### src/rtl/flex_counter_pkg.sv
// Shared constants for the flex up/down counter family.
//   COUNT_UP / COUNT_DOWN : encodings of the count_dir input.
//   BOUND_WRAP / BOUND_SAT : encodings of the sat_mode input.
package flex_counter_pkg;

  localparam logic COUNT_UP   = 1'b0;
  localparam logic COUNT_DOWN = 1'b1;

  localparam logic BOUND_WRAP = 1'b0;
  localparam logic BOUND_SAT  = 1'b1;

endpackage : flex_counter_pkg

### src/rtl/flex_counter_next.sv
// Purely combinational next-state logic for flex_updown_counter.
// Ports:
//   count_i        current count
//   sat_i          current saturation state (held when not counting)
//   clear_i        synchronous clear, highest priority
//   load_i         synchronous load, second priority
//   load_val_i     value taken on load
//   count_en_i     advance the count
//   count_dir_i    COUNT_UP / COUNT_DOWN
//   sat_mode_i     BOUND_WRAP / BOUND_SAT
//   rollover_val_i top of the 1..rollover_val range
//   next_count_o   count for the next cycle
//   next_wrap_o    a wrap happens on this step
//   next_sat_o     the counter is held at a boundary on this step
module flex_counter_next
  import flex_counter_pkg::*;
#(
  parameter int NUM_CNT_BITS = 4
) (
  input  logic [NUM_CNT_BITS-1:0] count_i,
  input  logic                    sat_i,
  input  logic                    clear_i,
  input  logic                    load_i,
  input  logic [NUM_CNT_BITS-1:0] load_val_i,
  input  logic                    count_en_i,
  input  logic                    count_dir_i,
  input  logic                    sat_mode_i,
  input  logic [NUM_CNT_BITS-1:0] rollover_val_i,
  output logic [NUM_CNT_BITS-1:0] next_count_o,
  output logic                    next_wrap_o,
  output logic                    next_sat_o
);

  localparam logic [NUM_CNT_BITS-1:0] ONE = NUM_CNT_BITS'(1);

  always_comb begin
    next_count_o = count_i;
    next_wrap_o  = 1'b0;
    next_sat_o   = sat_i;

    if (clear_i) begin
      next_count_o = '0;
      next_sat_o   = 1'b0;
    end else if (load_i) begin
      // No range check: a loaded value outside 1..rollover_val is legal.
      next_count_o = load_val_i;
      next_sat_o   = 1'b0;
    end else if (count_en_i) begin
      next_sat_o = 1'b0;
      if (count_dir_i == COUNT_UP) begin
        // Comparing before adding keeps the adder from wrapping at 2^N,
        // and makes a lowered rollover_val take the boundary branch.
        if (count_i < rollover_val_i) begin
          next_count_o = count_i + ONE;
        end else if (sat_mode_i == BOUND_SAT) begin
          next_sat_o = 1'b1;
        end else begin
          next_count_o = ONE;
          next_wrap_o  = 1'b1;
        end
      end else begin
        // count_i of 0 also lands here, so the subtractor never underflows.
        if (count_i > ONE) begin
          next_count_o = count_i - ONE;
        end else if (sat_mode_i == BOUND_SAT) begin
          next_sat_o = 1'b1;
        end else begin
          next_count_o = rollover_val_i;
          next_wrap_o  = 1'b1;
        end
      end
    end
  end

endmodule : flex_counter_next

### src/rtl/flex_updown_counter.sv
// Programmable up/down loop counter with load, wrap-or-saturate boundaries
// and registered event flags. Every output comes straight from a register.
// Ports:
//   clk, n_rst     rising-edge clock, asynchronous active-low reset
//   clear, load    synchronous clear (priority) and parallel load of load_val
//   count_enable   advance this cycle; count_dir 0=up 1=down
//   sat_mode       0=wrap at boundaries, 1=hold at boundaries
//   rollover_val   top of the 1..rollover_val range, sampled every cycle
//   count_out      current count
//   rollover_flag  count_out == rollover_val (as of the last update)
//   bottom_flag    count_out == 1
//   wrap_pulse     one cycle after a wrap
//   sat_flag       holding because of saturation
module flex_updown_counter
  import flex_counter_pkg::*;
#(
  parameter int NUM_CNT_BITS = 4
) (
  input  logic                    clk,
  input  logic                    n_rst,
  input  logic                    clear,
  input  logic                    load,
  input  logic [NUM_CNT_BITS-1:0] load_val,
  input  logic                    count_enable,
  input  logic                    count_dir,
  input  logic                    sat_mode,
  input  logic [NUM_CNT_BITS-1:0] rollover_val,
  output logic [NUM_CNT_BITS-1:0] count_out,
  output logic                    rollover_flag,
  output logic                    bottom_flag,
  output logic                    wrap_pulse,
  output logic                    sat_flag
);

  logic [NUM_CNT_BITS-1:0] count_q, count_d;
  logic                    roll_q, roll_d;
  logic                    bot_q, bot_d;
  logic                    wrap_q, wrap_d;
  logic                    sat_q, sat_d;

  flex_counter_next #(
    .NUM_CNT_BITS(NUM_CNT_BITS)
  ) u_next (
    .count_i       (count_q),
    .sat_i         (sat_q),
    .clear_i       (clear),
    .load_i        (load),
    .load_val_i    (load_val),
    .count_en_i    (count_enable),
    .count_dir_i   (count_dir),
    .sat_mode_i    (sat_mode),
    .rollover_val_i(rollover_val),
    .next_count_o  (count_d),
    .next_wrap_o   (wrap_d),
    .next_sat_o    (sat_d)
  );

  // Flags are compared against the next count so they line up with
  // count_out in the same edge rather than lagging a cycle.
  assign roll_d = (count_d == rollover_val);
  assign bot_d  = (count_d == NUM_CNT_BITS'(1));

  always_ff @(posedge clk or negedge n_rst) begin
    if (!n_rst) begin
      count_q <= '0;
      roll_q  <= 1'b0;
      bot_q   <= 1'b0;
      wrap_q  <= 1'b0;
      sat_q   <= 1'b0;
    end else begin
      count_q <= count_d;
      roll_q  <= roll_d;
      bot_q   <= bot_d;
      wrap_q  <= wrap_d;
      sat_q   <= sat_d;
    end
  end

  assign count_out     = count_q;
  assign rollover_flag = roll_q;
  assign bottom_flag   = bot_q;
  assign wrap_pulse    = wrap_q;
  assign sat_flag      = sat_q;

endmodule : flex_updown_counter

### config.mk
export PLATFORM = sky130hd
export DESIGN_NAME = flex_updown_counter
export DESIGN_NICKNAME = d
export VERILOG_FILES = /design/src/rtl/flex_counter_pkg.sv /design/src/rtl/flex_counter_next.sv /design/src/rtl/flex_updown_counter.sv
export SDC_FILE = /design/constraint.sdc
export NUM_CORES = 1
export LEC_CHECK = 0
export CELL_PAD_IN_SITES_DETAIL_PLACEMENT = 1
export CELL_PAD_IN_SITES_GLOBAL_PLACEMENT = 1
export CORE_MARGIN = 10
export CORE_UTILIZATION = 35
export CTS_CLUSTER_DIAMETER = 200
export DETAILED_ROUTE_END_ITERATION = 12
export GPL_TIMING_DRIVEN = 0
export PLACE_DENSITY_LB_ADDON = 0.25
export SETUP_SLACK_MARGIN = 0.1
export SYNTH_ARGS = -nofsm -noshare
export SYNTH_HDL_FRONTEND = slang
export SYNTH_SLANG_ARGS = --single-unit
### constraint.sdc
create_clock -name clk -period 3.4 [get_ports clk]
set_clock_uncertainty 0.2 [all_clocks]
set_input_delay 0.51 -clock clk [delete_from_list [all_inputs] [get_ports clk]]
set_output_delay 0.51 -clock clk [all_outputs]
set_load 0.02 [all_outputs]
==> flow_summary.toml, run 1 <==
[sta]
hold_viol_final = 0
period_needed_ns = 3.07
rsz0062_at_grt = "false"
timing.hold.ws_ns = 0.290
finalCritPeriodShare_pct = 90.2
worstMarginPinSlew_ns = 0.459
fin_setup_tns_ns = 0
fmax_ghz = 0.326
finalSetupViolCount = 0
maxSlewHeadroom_pct = 69.4
slew_violations = 0
worst_slack_ns = 0.333

[synth]
synth-xor-area-share_pct = 0.951
synth_simple_gate_area_share_pct = 21.1
synth_top_family_by_area = "compound AO/OA/AOI/OAI gates"
yosys.area.top_type = "dfrtp_1"
synth.area.top_cells = "dfrtp_1 (22%), ha_1 (8.2%), mux2i_1 (6.5%)"
synthFlopType = "dfrtp_1"
ys_types = 44
synthMuxAreaShare_pct = 7.74
ys_async_sr_fraction_pct = 100
synthAdderAreaFrac_pct = 8.15
syn_area_um2 = 921
yosysTopAreaCellShare_pct = 21.7
synth_compound_area_share_pct = 31.0
ys_seq_area_share_pct = 21.7
yosysWarningCount = 0
yosys_register_bits = 8
synth_fp_nets = 133
syn_inst = 112
synth-edff-count = 0
avgSynthCellArea_um2 = 8.22

[layout]
postLayoutCoreUtil_pct = 47.6
diodes = 0
nets = 159
drive_above_1_share_pct = 11.0
final_cell_area_mm2 = 0.00119
final_cell_mix = "clkdlybuf4s50_1 (21), inv_1 (10), nor2_1 (10)"
final-instance-count-excl-fill = 166
final_common_cell = "clkdlybuf4s50_1"
area_growth_pct = 29.3

[place]
dp_slack_ns = 0.0743
place_area_mm2 = 0.00117
dp.cells = 163
hpwl_um = 2390
finalWeightedCongestion = 0.768
io_buffers = 21

[critical_path]
critPathMaxFanout = 9
worst_setup_path_end_kind = "flip-flop"
cp.arrival_ns = 2.99
reg2reg_depth = 10
crit_slowest_cell = "clkdlybuf4s50_1"
crit_type = "primary input to flip-flop"
path_cells = "clkdlybuf4s50_1 -> inv_1 -> ha_1 -> o211ai_1 -> o21ai_2 -> nand3_1 -> and3_1 -> or4_1 -> o211ai_1 -> nor3_2"
setup.worst_path.start_class = "primary input"
crit_top_cell = "o211ai_1"
required_ns = 3.33
critPathMaxStageDelay_ns = 0.52

[drt]
routedWlPerCell_um = 17.4
first_iter_violations = 73
totalWireLength_um = 2890
drt_first_pass_iters = 4
ant_nets = 0
drc = 0
viasPerCell = 5.78
vias = 959

[power]
swShare_pct = 38.2
leakage_nw = 0.491
power_mw = 0.362
p_int_mw = 0.224
clock_power_share_pct = 19.4
p_switching_mw = 0.138
seqPwrFrac_pct = 30.9
ir_worst_vdd_uv = 393
power.density_mw_per_mm2 = 304
combPwrFrac_pct = 49.7

[cts]
htreeDepth = 1
cts_sinks = 8
root_buffer = "clkbuf_4"
cts_buffers = 3
ctsHoldBuffers = 0
cts_buffer_depth = 2
clkTransAtPathRegs_ns = 0.05
cts-resized-gates = 0
cts_tree = "built"
post-cts-setup-buffers = 0
clkLatencyLatePin_ns = 0.25

[worst_hold_path]
hold_class = "primary input to flip-flop"
hold_depth = 2

[global_route]
grt_pass1_vias = 969
grt_use_met1_pct = 13.4
overflow = 0
grt-busiest-layer = "met2"
grt_max_degree = 11
grtUsageMet3_pct = 2.62
grt_pass1_wl_um = 4730
antenna_found_initial = 0
grt_use_total_pct = 10.8
met2_usage_pct = 19.4

[die]
ios = 23
die_x_um = 71.3
rows = 18
coreArea_mm2 = 0.00250
dieArea_mm2 = 0.00508
dieHeight_um = 71.3
start_util_pct = 36.8

[job]
drv_cap = 0

[run_status]
status = "complete, no violations"
-- final timing paths --
| check | slack [ns] | start | to |
|---|---|---|---|
| min in group asynchronous | 0.33 | n_rst | wrap_pulse |
| worst min register to register | 0.39 | sat_flag | sat_flag |
| worst max-delay path | 0.33 | rollover_val[3] | rollover_flag |
| worst min-delay path | 0.29 | sat_mode | wrap_pulse |
| max in group asynchronous | 2.42 | n_rst | count_out[0] |
| worst max register to register | 0.57 | count_out[0] | rollover_flag |
-- layer usage --
layer | wire length (µm) | part of all wire (%) | vias up
met3 | 94 | 3.3 | 0
li1 | - | - | 468
met5 | 0 | 0 | -
met4 | 0 | 0 | 0
met1 | 1320 | 46 | 472
met2 | 1470 | 51 | 19
-- power by group through the flow --
stage	Clock, mW	Sequential (mW)	Combinational (mW)
3_3_place_gp	0	0.114	0.174
2_1_floorplan	0	0.119	0.109
6_report	0.0701	0.112	0.180
4_1_cts	0.0721	0.112	0.182
3_5_place_dp	0	0.114	0.181
5_1_grt	0.0779	0.113	0.198
-- kinds of logic after synthesis --
kind of cell	after synthesis
mux	7
compound gates	34
xor+xnor	1
flops	8
buf+inv	18
simple gates	38
fa+ha+maj	6
-- critical path: cells and delay by family --
kind	cells	cell delay [ns]
compound gates	3	0.65
simple gates	4	0.93
fa+ha+maj	1	0.30
buf+inv	2	0.61
-- synthesized netlist by cell type (2+ instances only) --
library cell,instances
nor2_1,10
o311ai_1,2
inv_1,10
o211ai_1,4
o221ai_1,3
nand3_1,5
buf_6,2
nand2_1,9
o21a_1,4
nor3_1,4
a2bb2oi_1,2
ha_1,6
mux2i_1,6
o21ai_0,4
a21oi_1,2
o31a_1,2
buf_2,3
dfrtp_1,8
-- area by class of cell --
type | count | area (µm²)
Fill cell | 297 | 1310
Multi-Input combinational cell | 86 | 634
Timing Repair Buffer | 21 | 210
Sequential cell | 8 | 200
Buffer | 7 | 45.0
Inverter | 11 | 41.3
Tap cell | 30 | 37.5
Clock buffer | 3 | 22.5
-- registers in the layout (all words and copies together) (netlist names) --
register and count:
count_out 4, bottom_flag 1, rollover_flag 1, sat_flag 1
wrap_pulse 1
Power figures use the tool's default switching activity.
==> run 2: changes to the inputs <==
ABC_AREA = 1   (was default)
CORE_UTILIZATION = 33   (was 35)
==> flow_summary.toml, run 2 <==
[run_status]
status = "complete, no violations"

[critical_path]
critPathMaxStageDelay_ns = 0.48
cp.arrival_ns = 2.60
cpLargestDelayFamily = "simple AND/OR/NAND/NOR gates"
critPathMaxFanout = 5
worst_setup_path_end_kind = "flip-flop"
critPathLaunch = "rollover_val[3]"
path_cells = "clkdlybuf4s50_1 -> inv_1 -> ha_1 -> a21oi_4 -> nand2_4 -> nand2_1 -> nand3_1 -> nand2_1 -> nand2_1 -> nand2_1 -> nand2_1 -> nand2_1 -> nand3_1 -> nor2_1"
crit_type = "primary input to flip-flop"
reg2reg_from = "count_out[0]"
cp_num_buf_inv = 2
setup.worst_path.start_class = "primary input"
crit_top_cell = "nand2_1"
crit_slowest_cell = "clkdlybuf4s50_1"
required_ns = 3.37

[synth]
synth-xor-area-share_pct = 0.987
yosysTopAreaCellShare_pct = 22.6
synthMuxAreaShare_pct = 0
avgSynthCellArea_um2 = 6.43
yosysMostFrequentCell = "nand2_1"
synthFlopType = "dfrtp_1"
ys_async_sr_fraction_pct = 100
yosys_register_bits = 8
ys_seq_area_share_pct = 22.6
yosys.area.top_type = "dfrtp_1"
synth_compound_area_share_pct = 12.7
synth.area.top_cells = "dfrtp_1 (23%), nand2_1 (13%), nand3_1 (11%)"
syn_inst = 138
ys_types = 24
synth_simple_gate_area_share_pct = 41.2
synthAdderAreaFrac_pct = 8.46
synth-edff-count = 0
synth_fp_nets = 159
yosysWarningCount = 0
synth_commonest_cells = "nand2_1 (31), inv_1 (23), nand3_1 (19), a21oi_1 (14), nand2_2 (9)"
syn_area_um2 = 887
synth_top_family_by_area = "simple AND/OR/NAND/NOR gates"

[sta]
fin_setup_tns_ns = 0
timing.hold.ws_ns = 0.258
finalSetupViolCount = 0
maxSlewHeadroom_pct = 75.9
worst_slack_ns = 0.770
period_needed_ns = 2.63
slew_violations = 0
hold_viol_final = 0
finalCritPeriodShare_pct = 77.3
fmax_ghz = 0.380
worstMarginPinSlew_ns = 0.360
rsz0062_at_grt = "false"

[layout]
drive_above_1_share_pct = 14.3
final_cell_mix = "nand2_1 (31), inv_1 (23), clkdlybuf4s50_1 (20)"
diodes = 0
postLayoutCoreUtil_pct = 45.5
final_common_cell = "nand2_1"
largest_register_ffs = 4
area_growth_pct = 29.3
final-instance-count-excl-fill = 191
final_cell_area_mm2 = 0.00115
nets = 184

[place]
dp.cells = 188
hpwl_um = 2490
io_buffers = 20
place_area_mm2 = 0.00112
finalWeightedCongestion = 0.764
dp_slack_ns = 0.535

[worst_hold_path]
holdCritStartpoint = "sat_mode"
hold_class = "primary input to flip-flop"

[cts]
cts_sinks = 8
cts-resized-gates = 0
clkLatencyLatePin_ns = 0.25
clkTransAtPathRegs_ns = 0.06
htreeDepth = 1
cts_tree = "built"
post-cts-setup-buffers = 0
ctsHoldBuffers = 0
cts_buffer_depth = 2
root_buffer = "clkbuf_4"
cts_buffers = 3

[global_route]
grt_max_degree = 10
overflow = 0
grt_pass1_wl_um = 4840
grt_pass1_vias = 1069
grt_use_total_pct = 11.2
antenna_found_initial = 0

[drt]
wl_met2_um = 1530
drc = 0
met1Wirelength_um = 1180
vias = 982
first_iter_violations = 37
totalWireLength_um = 2890
routedWlPerCell_um = 15.1
viasPerCell = 5.14
met3_wirelength_um = 100
drt_first_pass_iters = 4
routed.top_layer = "met4"
ant_nets = 0

[die]
ios = 23
start_util_pct = 35.2
coreArea_mm2 = 0.00252
die_x_um = 71.8
dieHeight_um = 71.8
rows = 18
dieArea_mm2 = 0.00516

[job]
drv_cap = 0

[power]
ir_worst_vdd_uv = 324
leakage_nw = 0.611
power_mw = 0.342
power.density_mw_per_mm2 = 298
run 2: kinds of logic after synthesis:
kind of cell | after synthesis
simple gates | 75
buf+inv | 29
compound gates | 19
flops | 8
fa+ha+maj | 6
xor+xnor | 1
run 2: path summary, 6_finish.rpt:
kind	to	slack, ns	depth (start not counted)
max	rollover_flag	0.77	14
min in group asynchronous	count_out[2]	0.34	1
min reg2reg	sat_flag	0.37	2
max reg2reg	rollover_flag	1.00	14
min	wrap_pulse	0.26	2
max in group asynchronous	count_out[0]	2.40	1
run 2: cell type report:
class / instances / area [µm²]
Fill cell: 327 / 1380
Clock buffer: 3 / 22.5
Multi-Input combinational cell: 101 / 562
Sequential cell: 8 / 200
Buffer: 3 / 27.5
Timing Repair Buffer: 20 / 200
Inverter: 26 / 97.6
Tap cell: 30 / 37.5
run 2: layer usage:
layer	GRT usage, %	vias up
li1	-	486
met1	11.7	469
met2	20.7	21
met3	2.89	6
met4	4.30	0
met5	0	-
run 2: worst reg2reg max path: cells and delay by family (launching register included):
| kind | cells | cell delay (ns) |
|---|---|---|
| AND/OR/NAND/NOR | 10 | 0.83 |
| flip-flops | 1 | 0.53 |
| adder cells (fa/ha/maj) | 1 | 0.27 |
| AO/OA/AOI/OAI | 1 | 0.24 |
| buffers and inverters | 2 | 0.22 |
run 2: power by group:
| part | switching (mW) | leakage (nW) | internal [mW] |
|---|---|---|---|
| Sequential | 0.00991 | 0.107 | 0.101 |
| Combinational | 0.0939 | 0.490 | 0.0662 |
| Clock | 0.0311 | 0.0138 | 0.0403 |
